===== src/rtl/mmio_spi_master.sv =====
// MMIO SPI master: TX/RX byte FIFOs behind the controller's SPI strobes,
// mode-0 shift engine with registered sck/mosi/cs_n.
module mmio_spi_master #(
  parameter int FIFO_DEPTH = 8,
  parameter int CLK_DIV    = 4
) (
  input  logic       clk,
  input  logic       rst_n,
  input  logic       spi_wr,
  input  logic       spi_rd,
  input  logic       spi_addr,
  input  logic [7:0] spi_din,
  input  logic       spi_ignore_response,
  output logic [7:0] spi_dout,
  output logic       spi_buffer_full,
  output logic       spi_buffer_empty,
  output logic       spi_data_avail,
  output logic       sck,
  output logic       mosi,
  input  logic       miso,
  output logic       cs_n
);

  localparam int AW = $clog2(FIFO_DEPTH);
  localparam int CW = (CLK_DIV > 1) ? $clog2(CLK_DIV) : 1;
  localparam logic [CW-1:0] DIV_LAST = CW'(CLK_DIV - 1);

  localparam logic [1:0] ST_IDLE  = 2'd0;
  localparam logic [1:0] ST_SETUP = 2'd1;
  localparam logic [1:0] ST_SHIFT = 2'd2;
  localparam logic [1:0] ST_DONE  = 2'd3;

  logic [1:0]    state;
  logic [CW-1:0] cnt;
  logic [2:0]    bit_cnt;
  logic [6:0]    tx_shift;
  logic [7:0]    rx_shift;
  logic          ign;

  // TX FIFO: {ignore, data}
  logic [8:0]  tx_mem [FIFO_DEPTH];
  logic [AW:0] tx_wr, tx_rd;
  logic        tx_empty, tx_full, tx_push, tx_pop;
  logic [8:0]  tx_head;

  // RX FIFO, show-ahead
  logic [7:0]  rx_mem [FIFO_DEPTH];
  logic [AW:0] rx_wr, rx_rd;
  logic        rx_empty, rx_full, rx_push, rx_pop;

  assign tx_empty = (tx_wr == tx_rd);
  assign tx_full  = (tx_wr[AW] != tx_rd[AW]) && (tx_wr[AW-1:0] == tx_rd[AW-1:0]);
  assign tx_push  = spi_wr && !spi_addr && !tx_full;
  assign tx_pop   = ((state == ST_IDLE) || (state == ST_DONE)) && !tx_empty;
  assign tx_head  = tx_mem[tx_rd[AW-1:0]];

  assign rx_empty = (rx_wr == rx_rd);
  assign rx_full  = (rx_wr[AW] != rx_rd[AW]) && (rx_wr[AW-1:0] == rx_rd[AW-1:0]);
  assign rx_push  = (state == ST_DONE) && !ign && !rx_full;
  assign rx_pop   = spi_rd && !spi_addr && !rx_empty;

  assign spi_dout         = rx_empty ? '0 : rx_mem[rx_rd[AW-1:0]];
  assign spi_buffer_full  = tx_full;
  assign spi_buffer_empty = tx_empty && (state == ST_IDLE);
  assign spi_data_avail   = !rx_empty;

  always_ff @(posedge clk) begin
    if (tx_push) tx_mem[tx_wr[AW-1:0]] <= {spi_ignore_response, spi_din};
    if (rx_push) rx_mem[rx_wr[AW-1:0]] <= rx_shift;
  end

  always_ff @(posedge clk or negedge rst_n) begin
    if (!rst_n) begin
      tx_wr <= '0;
      tx_rd <= '0;
      rx_wr <= '0;
      rx_rd <= '0;
    end else begin
      if (tx_push) tx_wr <= tx_wr + 1'b1;
      if (tx_pop)  tx_rd <= tx_rd + 1'b1;
      if (rx_push) rx_wr <= rx_wr + 1'b1;
      if (rx_pop)  rx_rd <= rx_rd + 1'b1;
    end
  end

  always_ff @(posedge clk or negedge rst_n) begin
    if (!rst_n) begin
      state    <= ST_IDLE;
      cnt      <= '0;
      bit_cnt  <= '0;
      tx_shift <= '0;
      rx_shift <= '0;
      ign      <= 1'b0;
      sck      <= 1'b0;
      mosi     <= 1'b0;
      cs_n     <= 1'b1;
    end else begin
      case (state)
        ST_IDLE: begin
          cs_n <= 1'b1;
          sck  <= 1'b0;
          if (!tx_empty) begin
            tx_shift <= tx_head[6:0];
            ign      <= tx_head[8];
            mosi     <= tx_head[7];
            cs_n     <= 1'b0;
            cnt      <= '0;
            state    <= ST_SETUP;
          end
        end
        ST_SETUP: begin
          if (cnt == DIV_LAST) begin
            cnt     <= '0;
            bit_cnt <= '0;
            state   <= ST_SHIFT;
          end else begin
            cnt <= cnt + 1'b1;
          end
        end
        ST_SHIFT: begin
          // each half-period lasts CLK_DIV cycles; the level of sck tells which half we are in
          if (cnt == DIV_LAST) begin
            cnt <= '0;
            if (!sck) begin
              sck      <= 1'b1;
              rx_shift <= {rx_shift[6:0], miso};
            end else begin
              sck <= 1'b0;
              if (bit_cnt == 3'd7) begin
                state <= ST_DONE;
              end else begin
                bit_cnt  <= bit_cnt + 3'd1;
                mosi     <= tx_shift[6];
                tx_shift <= {tx_shift[5:0], 1'b0};
              end
            end
          end else begin
            cnt <= cnt + 1'b1;
          end
        end
        default: begin
          // back-to-back bytes skip SETUP and keep cs_n asserted
          if (!tx_empty) begin
            tx_shift <= tx_head[6:0];
            ign      <= tx_head[8];
            mosi     <= tx_head[7];
            cnt      <= '0;
            bit_cnt  <= '0;
            state    <= ST_SHIFT;
          end else begin
            cs_n  <= 1'b1;
            state <= ST_IDLE;
          end
        end
      endcase
    end
  end

endmodule

===== config.mk =====
export PLATFORM = sky130hd
export DESIGN_NAME = mmio_spi_master
export DESIGN_NICKNAME = d
export VERILOG_FILES = /design/src/rtl/mmio_spi_master.sv
export SDC_FILE = /design/constraint.sdc
export NUM_CORES = 1
export LEC_CHECK = 0
export ABC_AREA = 1
export CAP_MARGIN = 20
export CELL_PAD_IN_SITES_DETAIL_PLACEMENT = 0
export CELL_PAD_IN_SITES_GLOBAL_PLACEMENT = 2
export CORE_MARGIN = 2
export CORE_UTILIZATION = 44
export DETAILED_ROUTE_END_ITERATION = 12
export PLACE_DENSITY_LB_ADDON = 0.3
export SLEW_MARGIN = 30
export SYNTH_ARGS = -nofsm -noshare
export SYNTH_HDL_FRONTEND = slang
export SYNTH_SLANG_ARGS = --single-unit

===== constraint.sdc =====
create_clock -name clk -period 5.1 [get_ports clk]
set_input_delay 1.275 -clock clk [delete_from_list [all_inputs] [get_ports clk]]
set_output_delay 1.275 -clock clk [all_outputs]
set_load 0.05 [all_outputs]

==> results.ini, run 1 <==
[route]
ant_nets=0
viasPerCell=5.10
vias=5040
firstDrtPassIters=4
drt_wl_total_microns=15700
drc=0
first_iter_violations=260
routedWlPerCell_microns=15.9

[setup_path]
max_stage_delay_ps=800
r2r_cells=8
worstPathCellList=buf_4 > inv_2 > nand2_1 > nand2_1 > nor2_4 > nand3_1 > inv_1 > clkdlybuf4s50_1
cp.arrival_ps=3010
cp_max_fo=42
reg2reg_from=tx_rd[0]
cp_slowest_cell=clkdlybuf4s50_1
worstSetupStartpoint=tx_rd[0]
critical_path_class=flip-flop to output port
r2r-end=tx_mem[1][1]
worstSetupStartpointType=flip-flop
rrSetupSlack_ps=2180
cp_common_cell=nand2_1
end_kind=output port
crit_required_ps=3830

[clock_network]
clockRootBuffer=clkbuf_16
clock_sinks=178
cts_resized=0
htree_levels=4
post_cts.repair.setup_buffers=0
path_clk_slew_ps=70
cts.path.max_buffers=2
cts_buffers=17
clock_latency_ps=420
holdBufCountCts=0
cts_tree=yes

[timing]
grt_setup_unrepaired=false
relSlewSlack=0.360
final_max_slew_viol_count=0
finalSetupViolCount=0
timing.final.ws_setup_ps=819
finalCriticalPeriod_ps=4280
fin_crit_sh=0.839
fin_worst_skew_ps=8.45
tns_ps=0
finalHoldViolations=0
worst_slew_pin_slew_ps=957
fmax_mhz=234

[final_layout]
area.growth.synth_to_final_pct=13.6
n_antenna_cell=0
nets=777
drive_gt1_frac=0.0877
num-fill-cells=1546

[die]
boundaryPins=29
core-area_sq_um=17200
dieArea_sq_um=18500
initial_core_util=0.447
fp-row-count=48
die_w_microns=136
fp.dieH_microns=136

[global_routing]
grt_pass1_wl_microns=25800
grt_use_met2=0.333
grt_pass1_vias=4974
track_usage=0.184
grt-ovfl-total=0
grt_max_degree=43
busiest_layer=met2
antenna_found_initial=0
grtUsageMet3=0.0280
grtUsageMet1=0.216

[synth]
async_flop_share=0.236
synth_edf_count=136
synth-main-ff-cell=edfxtp_1
synth_area_leaders=edfxtp_1 (53%), dfrtp_1 (13%), nand2_1 (8.0%), nor2_1 (5.1%), o21ai_0 (4.5%)
syn_avg_cell_area_sq_um=10.5
syn_area_sq_um=7680
ys_types=30
synth_top_area_share=0.531
synth_cells=730
ys_seq_area_frac=0.668
synth_top_cell_by_area=edfxtp_1
synth_fp_nets=756
synth.ff_latch_count=178
yosysWarnings=0

[run_status]
outcome=finished clean

[min_path]
min_from=bit_cnt[1]
hold_depth=2
hold_path.class=flip-flop to flip-flop
min_to=bit_cnt[1]

[place]
io_buffers=28
dp_slack_ps=1220
dp_hpwl_microns=10100
gp_congestion=0.747

[power_and_ir_drop]
pwr_density_cell_nw_per_um2=632
peakVddDrop_mv=0.497
p_leak_uw=0.00341

[flow_run]
maxCapViolCount=0

Yosys cell counts, types with 2 or more instances:
library cell / number
nand2_1: 164
edfxtp_1: 136
nor2_1: 105
o21ai_0: 69
nand3_1: 64
dfrtp_1: 41
inv_1: 36
a21oi_1: 14
buf_2: 14
clkbuf_1: 12
ha_1: 11
o21ai_1: 11
nor3_1: 9
xor2_1: 8
or2_2: 7
xnor2_1: 5
nand2_2: 4
buf_1: 3
inv_2: 3
buf_4: 2
nand4_1: 2
nor2_2: 2
worst max path at each step:
| stage | endpoint | slack, ps | cells past startpoint |
|---|---|---|---|
| after floorplan | spi_dout[2] | 1870 | 8 |
| after global placement | spi_buffer_empty | 1240 | 8 |
| after detailed placement | spi_buffer_empty | 1220 | 8 |
| after CTS | spi_buffer_empty | 750 | 8 |
| after global routing | spi_buffer_empty | 560 | 8 |
| final | spi_buffer_empty | 820 | 8 |
per-layer routing:
metal,wire (microns),part of all wire,vias up
met5,0,0,-
met3,386,0.025,18
met4,238,0.015,0
met1,6740,0.43,2435
met2,8320,0.53,76
li1,-,-,2511
power by group:
| group | switching, uW | internal, uW | leakage [uW] |
|---|---|---|---|
| clock network | 548 | 678 | 0.000274 |
| logic | 1530 | 700 | 0.00137 |
| registers | 211 | 1840 | 0.00176 |
final cells by class:
type	instances	area, sq um	share of cell area
Tap cell	225	282	0.0322
Sequential cell	178	5140	0.588
Multi-Input combinational cell	481	2280	0.262
Inverter	39	146	0.0168
Clock inverter	14	129	0.0148
Timing Repair Buffer	34	323	0.0370
Clock buffer	18	429	0.0492
registers in the layout, summed over array words and instances, names as in the netlist, 3 cells and up:
register and flops:
rx_rd 4, tx_rd 4, rx_mem 64, tx_shift 7
tx_mem 72, tx_wr 4, bit_cnt 3, rx_shift 8
rx_wr 4
kinds of logic after synthesis:
logic type               synth area share
AO/OA/AOI/OAI                      0.0638
XOR/XNOR                           0.0148
adder cells (fa/ha/maj)            0.0179
buffers and inverters              0.0389
flip-flops                          0.668
AND/OR/NAND/NOR                     0.196
per-stage QoR:
stage / instance area [sq um] / cells / hold slack (ps) / utilization / total power, uW
2_1_floorplan: 7680 / 730 / 446 / - / 3690
3_3_place_gp: 8150 / 957 / 460 / 0.475 / 4290
3_5_place_dp: 8160 / 957 / 472 / 0.475 / 4340
4_1_cts: 8720 / 989 / 489 / 0.508 / 5560
5_1_grt: 8730 / 989 / 511 / 0.508 / 5920
6_report: 8730 / 989 / 483 / 0.508 / 5520
placed cells by master (no fill, tap or decap):
master and n:
dfstp_2 1, nor2_2 8, clkinvlp_4 1, clkinv_4 4, nand2_2 4, buf_4 7, o22ai_1 1, or2_2 7
nand3_4 1, o31ai_1 1, clkinv_1 2, inv_6 3, nand3_1 64, a31oi_1 1, a21oi_1 14, nor3_1 5
inv_2 3, xnor2_1 5, clkinv_2 3, bufinv_16 1, nand4_1 2, nor2_1 99, ha_1 11, nor3_2 4
nand2_1 164, nand3_2 1, clkdlybuf4s50_1 27, clkbuf_1 1, o21ai_1 11, o21ai_0 69, xor2_1 8, clkbuf_16 17
nor2_4 1, dfrtp_1 41, edfxtp_1 136, inv_8 1, inv_1 35
worst max-delay path, delay by kind of cell, from the launching register on:
kind | cells | cell delay (ps)
DFF | 1 | 330
and+or+nand+nor | 4 | 590
buffers and inverters | 4 | 1650
Note: power is estimated with default switching activity, not from simulation.
==> run 2, diff against run 1 <==
--- a/config.mk
+++ b/config.mk
@@ -10,7 +10,7 @@
 export CELL_PAD_IN_SITES_DETAIL_PLACEMENT = 0
 export CELL_PAD_IN_SITES_GLOBAL_PLACEMENT = 2
 export CORE_MARGIN = 2
-export CORE_UTILIZATION = 44
+export CORE_UTILIZATION = 36
 export DETAILED_ROUTE_END_ITERATION = 12
 export PLACE_DENSITY_LB_ADDON = 0.3
 export SLEW_MARGIN = 30
==> constraint.sdc (replaced) <==
create_clock -name clk -period 3.7 [get_ports clk]
set_input_delay 0.925 -clock clk [delete_from_list [all_inputs] [get_ports clk]]
set_output_delay 0.925 -clock clk [all_outputs]
set_load 0.05 [all_outputs]
==> run 2 against run 1 <==
Global-route usage shrank 2.7 points. Hold slack gained 3.8 ps. Clock power grew 43%. Register-to-register slack lost 950 ps. Power grew 40%. Count of clock-buffer cells in the layout is the same. Cell count grew 6.6%. Sequential power grew 37%. Largest power group unchanged. Highest routed layer unchanged.
==> results.ini, run 2 (same netlist as run 1, synthesis figures left out) <==
[global_routing]
grt-ovfl-total=0
grt_pass1_wl_microns=26800
grt_pass1_vias=5002
antenna_found_initial=0
grt_max_degree=43
track_usage=0.157

[clock_network]
cts_resized=0
holdBufCountCts=0
clock_sinks=178
clockRootBuffer=clkbuf_16
htree_levels=4
path_clk_slew_ps=70
post_cts.repair.setup_buffers=0
cts_tree=yes
cts.path.max_buffers=2
cts_buffers=17
clock_latency_ps=430

[place]
gp_congestion=0.760
io_buffers=28
placed_cells=1022
dp_hpwl_microns=10700

[setup_path]
cp_common_cell=buf_4
crit_required_ps=2770
max_stage_delay_ps=400
worstPathCellList=buf_4 > inv_1 > buf_4 > nor2_1 > o21ai_0 > o21ai_0 > nor2_1 > buf_4
cp.arrival_ps=2400
reg2reg_from=state[1]
critical_path_class=flip-flop to output port
worstSetupStartpoint=rx_rd[0]
worstSetupStartpointType=flip-flop
end_kind=output port
cp_max_fo=17
cp_slowest_cell=dfrtp_1

[final_layout]
nets=792
drive_gt1_frac=0.107
finish.cell_count_without_fillers=1054
area.growth.synth_to_final_pct=15.6
largest_register_ff_count=72
final_common_cell=nand2_1
mostFrequentLayoutCells=nand2_1 (164), edfxtp_1 (136), nor2_1 (105)
n_antenna_cell=0

[route]
ant_nets=0
first_iter_violations=291
vias=5131
drc=0
drt_wl_total_microns=16600
viasPerCell=4.87
routedWlPerCell_microns=15.8
firstDrtPassIters=6

[timing]
grt_setup_unrepaired=false
fin_crit_sh=0.900
worst_slew_pin_slew_ps=851
finalSetupViolCount=0
final_max_slew_viol_count=0
finalHoldViolations=0
tns_ps=0
relSlewSlack=0.431
fin_worst_skew_ps=8.91
fmax_mhz=300
finalCriticalPeriod_ps=3330

[die]
initial_core_util=0.367
die_w_microns=150
fp-row-count=53
dieArea_sq_um=22500
boundaryPins=29
core-area_sq_um=21000
fp.dieH_microns=150

[min_path]
min_from=tx_shift[1]
hold_path.class=flip-flop to flip-flop

[power_and_ir_drop]
pwr_density_cell_nw_per_um2=871
p_leak_uw=0.00352
peakVddDrop_mv=0.398

[flow_run]
maxCapViolCount=0

[run_status]
outcome=finished clean

[run 2: cell count changes in the layout (fill, tap and decap cells not counted), moves of 4 or more]
| cell | change |
|---|---|
| nor3_1 | +4 |
| nor3_2 | -4 |
| clkdlybuf4s50_1 | -10 |
| nor2_2 | -6 |
| nor2_1 | +6 |
| buf_4 | +23 |
[run 2: final cells by class]
type | count | area, sq um
Multi-Input combinational cell | 481 | 2250
Timing Repair Buffer | 49 | 435
Clock buffer | 18 | 429
Inverter | 39 | 146
Sequential cell | 178 | 5140
Clock inverter | 14 | 146
Fill cell | 2008 | 12100
Tap cell | 275 | 344
[run 2: routing by layer]
metal | GRT usage | vias to the layer above | share of wire | routed length, microns
li1 | - | 2539 | - | -
met1 | 0.193 | 2514 | 0.45 | 7400
met2 | 0.280 | 69 | 0.52 | 8600
met3 | 0.0330 | 9 | 0.028 | 468
met4 | 0.0443 | 0 | 0.0080 | 133
met5 | 0 | - | 0 | 0
[run 2: path summary, 6_finish.rpt]
path                                endpoint  cells after the start  slack [ps]
min in group asynchronous           tx_wr[0]                      1         500
worst min register to register   tx_shift[1]                      2         490
worst min-delay path             tx_shift[1]                      2         490
worst max register to register  rx_mem[7][3]                      5        1230
max in group asynchronous        tx_shift[2]                      1        2800
worst max-delay path             spi_dout[5]                      8         370
[run 2: report_power, final]
part	switching, uW	internal, uW
logic	2170	988
clock network	809	952
registers	281	2540
total	3260	4480
[run 2: critical path, delay by kind of cell (launching register included)]
kind	cells	cell delay, ps
flops	1	400
buf+inv	4	1120
compound gates	2	250
simple gates	2	180
[run 2: metrics by stage]
step	util	area, sq um	total power (uW)	hold slack (ps)	setup slack [ps]
floorplan	-	7680	5090	446	817
CTS	0.424	8890	7840	488	352
finish	0.424	8890	7740	487	370
global placement	0.397	8310	6010	464	848
detailed placement	0.397	8310	6070	471	797
global route	0.424	8890	8300	509	145
==> run 3, diff against run 2 <==
--- a/config.mk
+++ b/config.mk
@@ -10,7 +10,8 @@
 export CELL_PAD_IN_SITES_DETAIL_PLACEMENT = 0
 export CELL_PAD_IN_SITES_GLOBAL_PLACEMENT = 2
 export CORE_MARGIN = 2
-export CORE_UTILIZATION = 36
+export CORE_UTILIZATION = 38
+export CTS_BUF_LIST = sky130_fd_sc_hd__clkbuf_8
 export DETAILED_ROUTE_END_ITERATION = 12
 export PLACE_DENSITY_LB_ADDON = 0.3
 export SLEW_MARGIN = 30
==> run 3 against run 2 <==
Worst setup slack worse by 90 ps. Sequential share of layout area is 1.4 points higher. Combinational power is 1% lower. First-iteration DRC count grew 3.4%. Via count decreased by 0.70%. Maximum frequency shrank 2.6%. Hold slack gained 3.6 ps. Critical path depth decreased by 2. Critical endpoint is now spi_data_avail. Largest cell class unchanged.
==> results.ini, run 3 (same netlist as run 1, synthesis figures left out) <==
[power_and_ir_drop]
p_leak_uw=0.00342
p_total_uw=7300
peakVddDrop_mv=0.297
pwr_density_cell_nw_per_um2=841

[clock_network]
cts.path.max_buffers=2
htree_levels=4
clock_sinks=178
holdBufCountCts=0
path_clk_slew_ps=90
post_cts.repair.setup_buffers=0
cts_buffers=17
clockRootBuffer=clkbuf_8
cts_tree=yes
clock_latency_ps=460
cts_resized=0

[die]
fp-row-count=52
dieArea_sq_um=21400
core-area_sq_um=20000
boundaryPins=29
die_w_microns=146
initial_core_util=0.383
fp.dieH_microns=146

[timing]
timing.final.ws_setup_ps=280
relSlewSlack=0.383
worst_slew_pin_slew_ps=923
finalCriticalPeriod_ps=3420
grt_setup_unrepaired=false
finalHoldViolations=0
hold_ws_ps=490
finalSetupViolCount=0
fin_worst_skew_ps=15.9
final_max_slew_viol_count=0
tns_ps=0
fmax_mhz=292
fin_crit_sh=0.924

[route]
viasPerCell=4.88
drc=0
drt_wl_total_microns=16700
firstDrtPassIters=4
ant_nets=0
routedWlPerCell_microns=15.9
vias=5095
first_iter_violations=301

[final_layout]
largest_register_ff_count=72
area.growth.synth_to_final_pct=12.9
final_common_cell=nand2_1
num-fill-cells=1950
n_antenna_cell=0
mostFrequentLayoutCells=nand2_1 (164), edfxtp_1 (136), nor2_1 (101)
fin_area_sq_um=8680
nets=788
drive_gt1_frac=0.105

[setup_path]
crit_required_ps=2770
rrSetupSlack_ps=1130
r2r_cells=6
max_stage_delay_ps=890
critical_path_class=flip-flop to output port
worstPathCellList=buf_4 > xnor2_1 > nand2_1 > nor2_1 > nand2_1 > clkdlybuf4s50_1
r2r-end=tx_mem[4][5]
critPathBufInv=2
critPathTopFamily=buffers and inverters
cp_slowest_cell=clkdlybuf4s50_1
reg2reg_from=tx_rd[0]
cp_common_cell=nand2_1
cp.arrival_ps=2490
end_kind=output port
worstSetupStartpointType=flip-flop
cp_max_fo=14

[global_routing]
grt_max_degree=36
grt_pass1_wl_microns=27100
track_usage=0.164
grt-ovfl-total=0
antenna_found_initial=0
grt_pass1_vias=4969

[min_path]
hold_path.class=flip-flop to flip-flop
min_from=bit_cnt[1]
hold_depth=2
min_to=bit_cnt[1]

[place]
post_dp_cell_area_sq_um=8270
dp_hpwl_microns=10900
io_buffers=28
dp_slack_ps=737
gp_congestion=0.763

[run_status]
outcome=finished clean

[flow_run]
maxCapViolCount=0

-- run 3: changes by cell type in the layout (fill, tap and decap cells not counted), sizes merged --
cell      delta
buf          -4
inv          +1
bufinv       +1
clkinvlp     -1
clkbuf       -1
-- run 3: tightest hold or removal path, delay by kind of cell, from the launching register on --
kind	cells	cell delay, ps
flops	1	350
simple gates	2	110
-- run 3: per-stage QoR --
step                       util  cells
final                     0.433   1045
after global routing      0.433   1045
after CTS                 0.433   1045
after detailed placement  0.413   1013
after global placement    0.413   1013
after floorplan               -    730
-- run 3: worst max-delay path by stage --
stage                         from              to  slack (ps)  cells after the start
after floorplan           rx_rd[1]     spi_dout[2]         820                      8
after global placement    rx_rd[0]  spi_data_avail         740                      6
after detailed placement  rx_rd[0]  spi_data_avail         740                      6
after CTS                 rx_rd[0]  spi_data_avail         210                      6
after global routing      rx_rd[0]  spi_data_avail          70                      6
final                     rx_rd[0]  spi_data_avail         280                      6
-- run 3: cell type report --
| cell class | instances | area (sq um) | area share |
|---|---|---|---|
| Tap cell | 270 | 338 | 0.0389 |
| Clock buffer | 17 | 234 | 0.0270 |
| Sequential cell | 178 | 5140 | 0.592 |
| Clock inverter | 15 | 160 | 0.0185 |
| Inverter | 39 | 146 | 0.0169 |
| Multi-Input combinational cell | 481 | 2260 | 0.260 |
| Timing Repair Buffer | 45 | 403 | 0.0464 |
-- run 3: metal layers --
metal | track usage | vias up | wire length (microns)
met1 | 0.209 | 2477 | 7400
met3 | 0.0284 | 16 | 459
li1 | - | 2533 | -
met2 | 0.287 | 69 | 8580
met5 | 0 | - | 0
met4 | 0.0495 | 0 | 208
-- run 3: where the power goes --
| group | switching, uW | leakage (uW) | internal [uW] |
|---|---|---|---|
| clock network | 732 | 0.000213 | 611 |
| logic | 2140 | 0.00145 | 984 |
| registers | 298 | 0.00176 | 2540 |
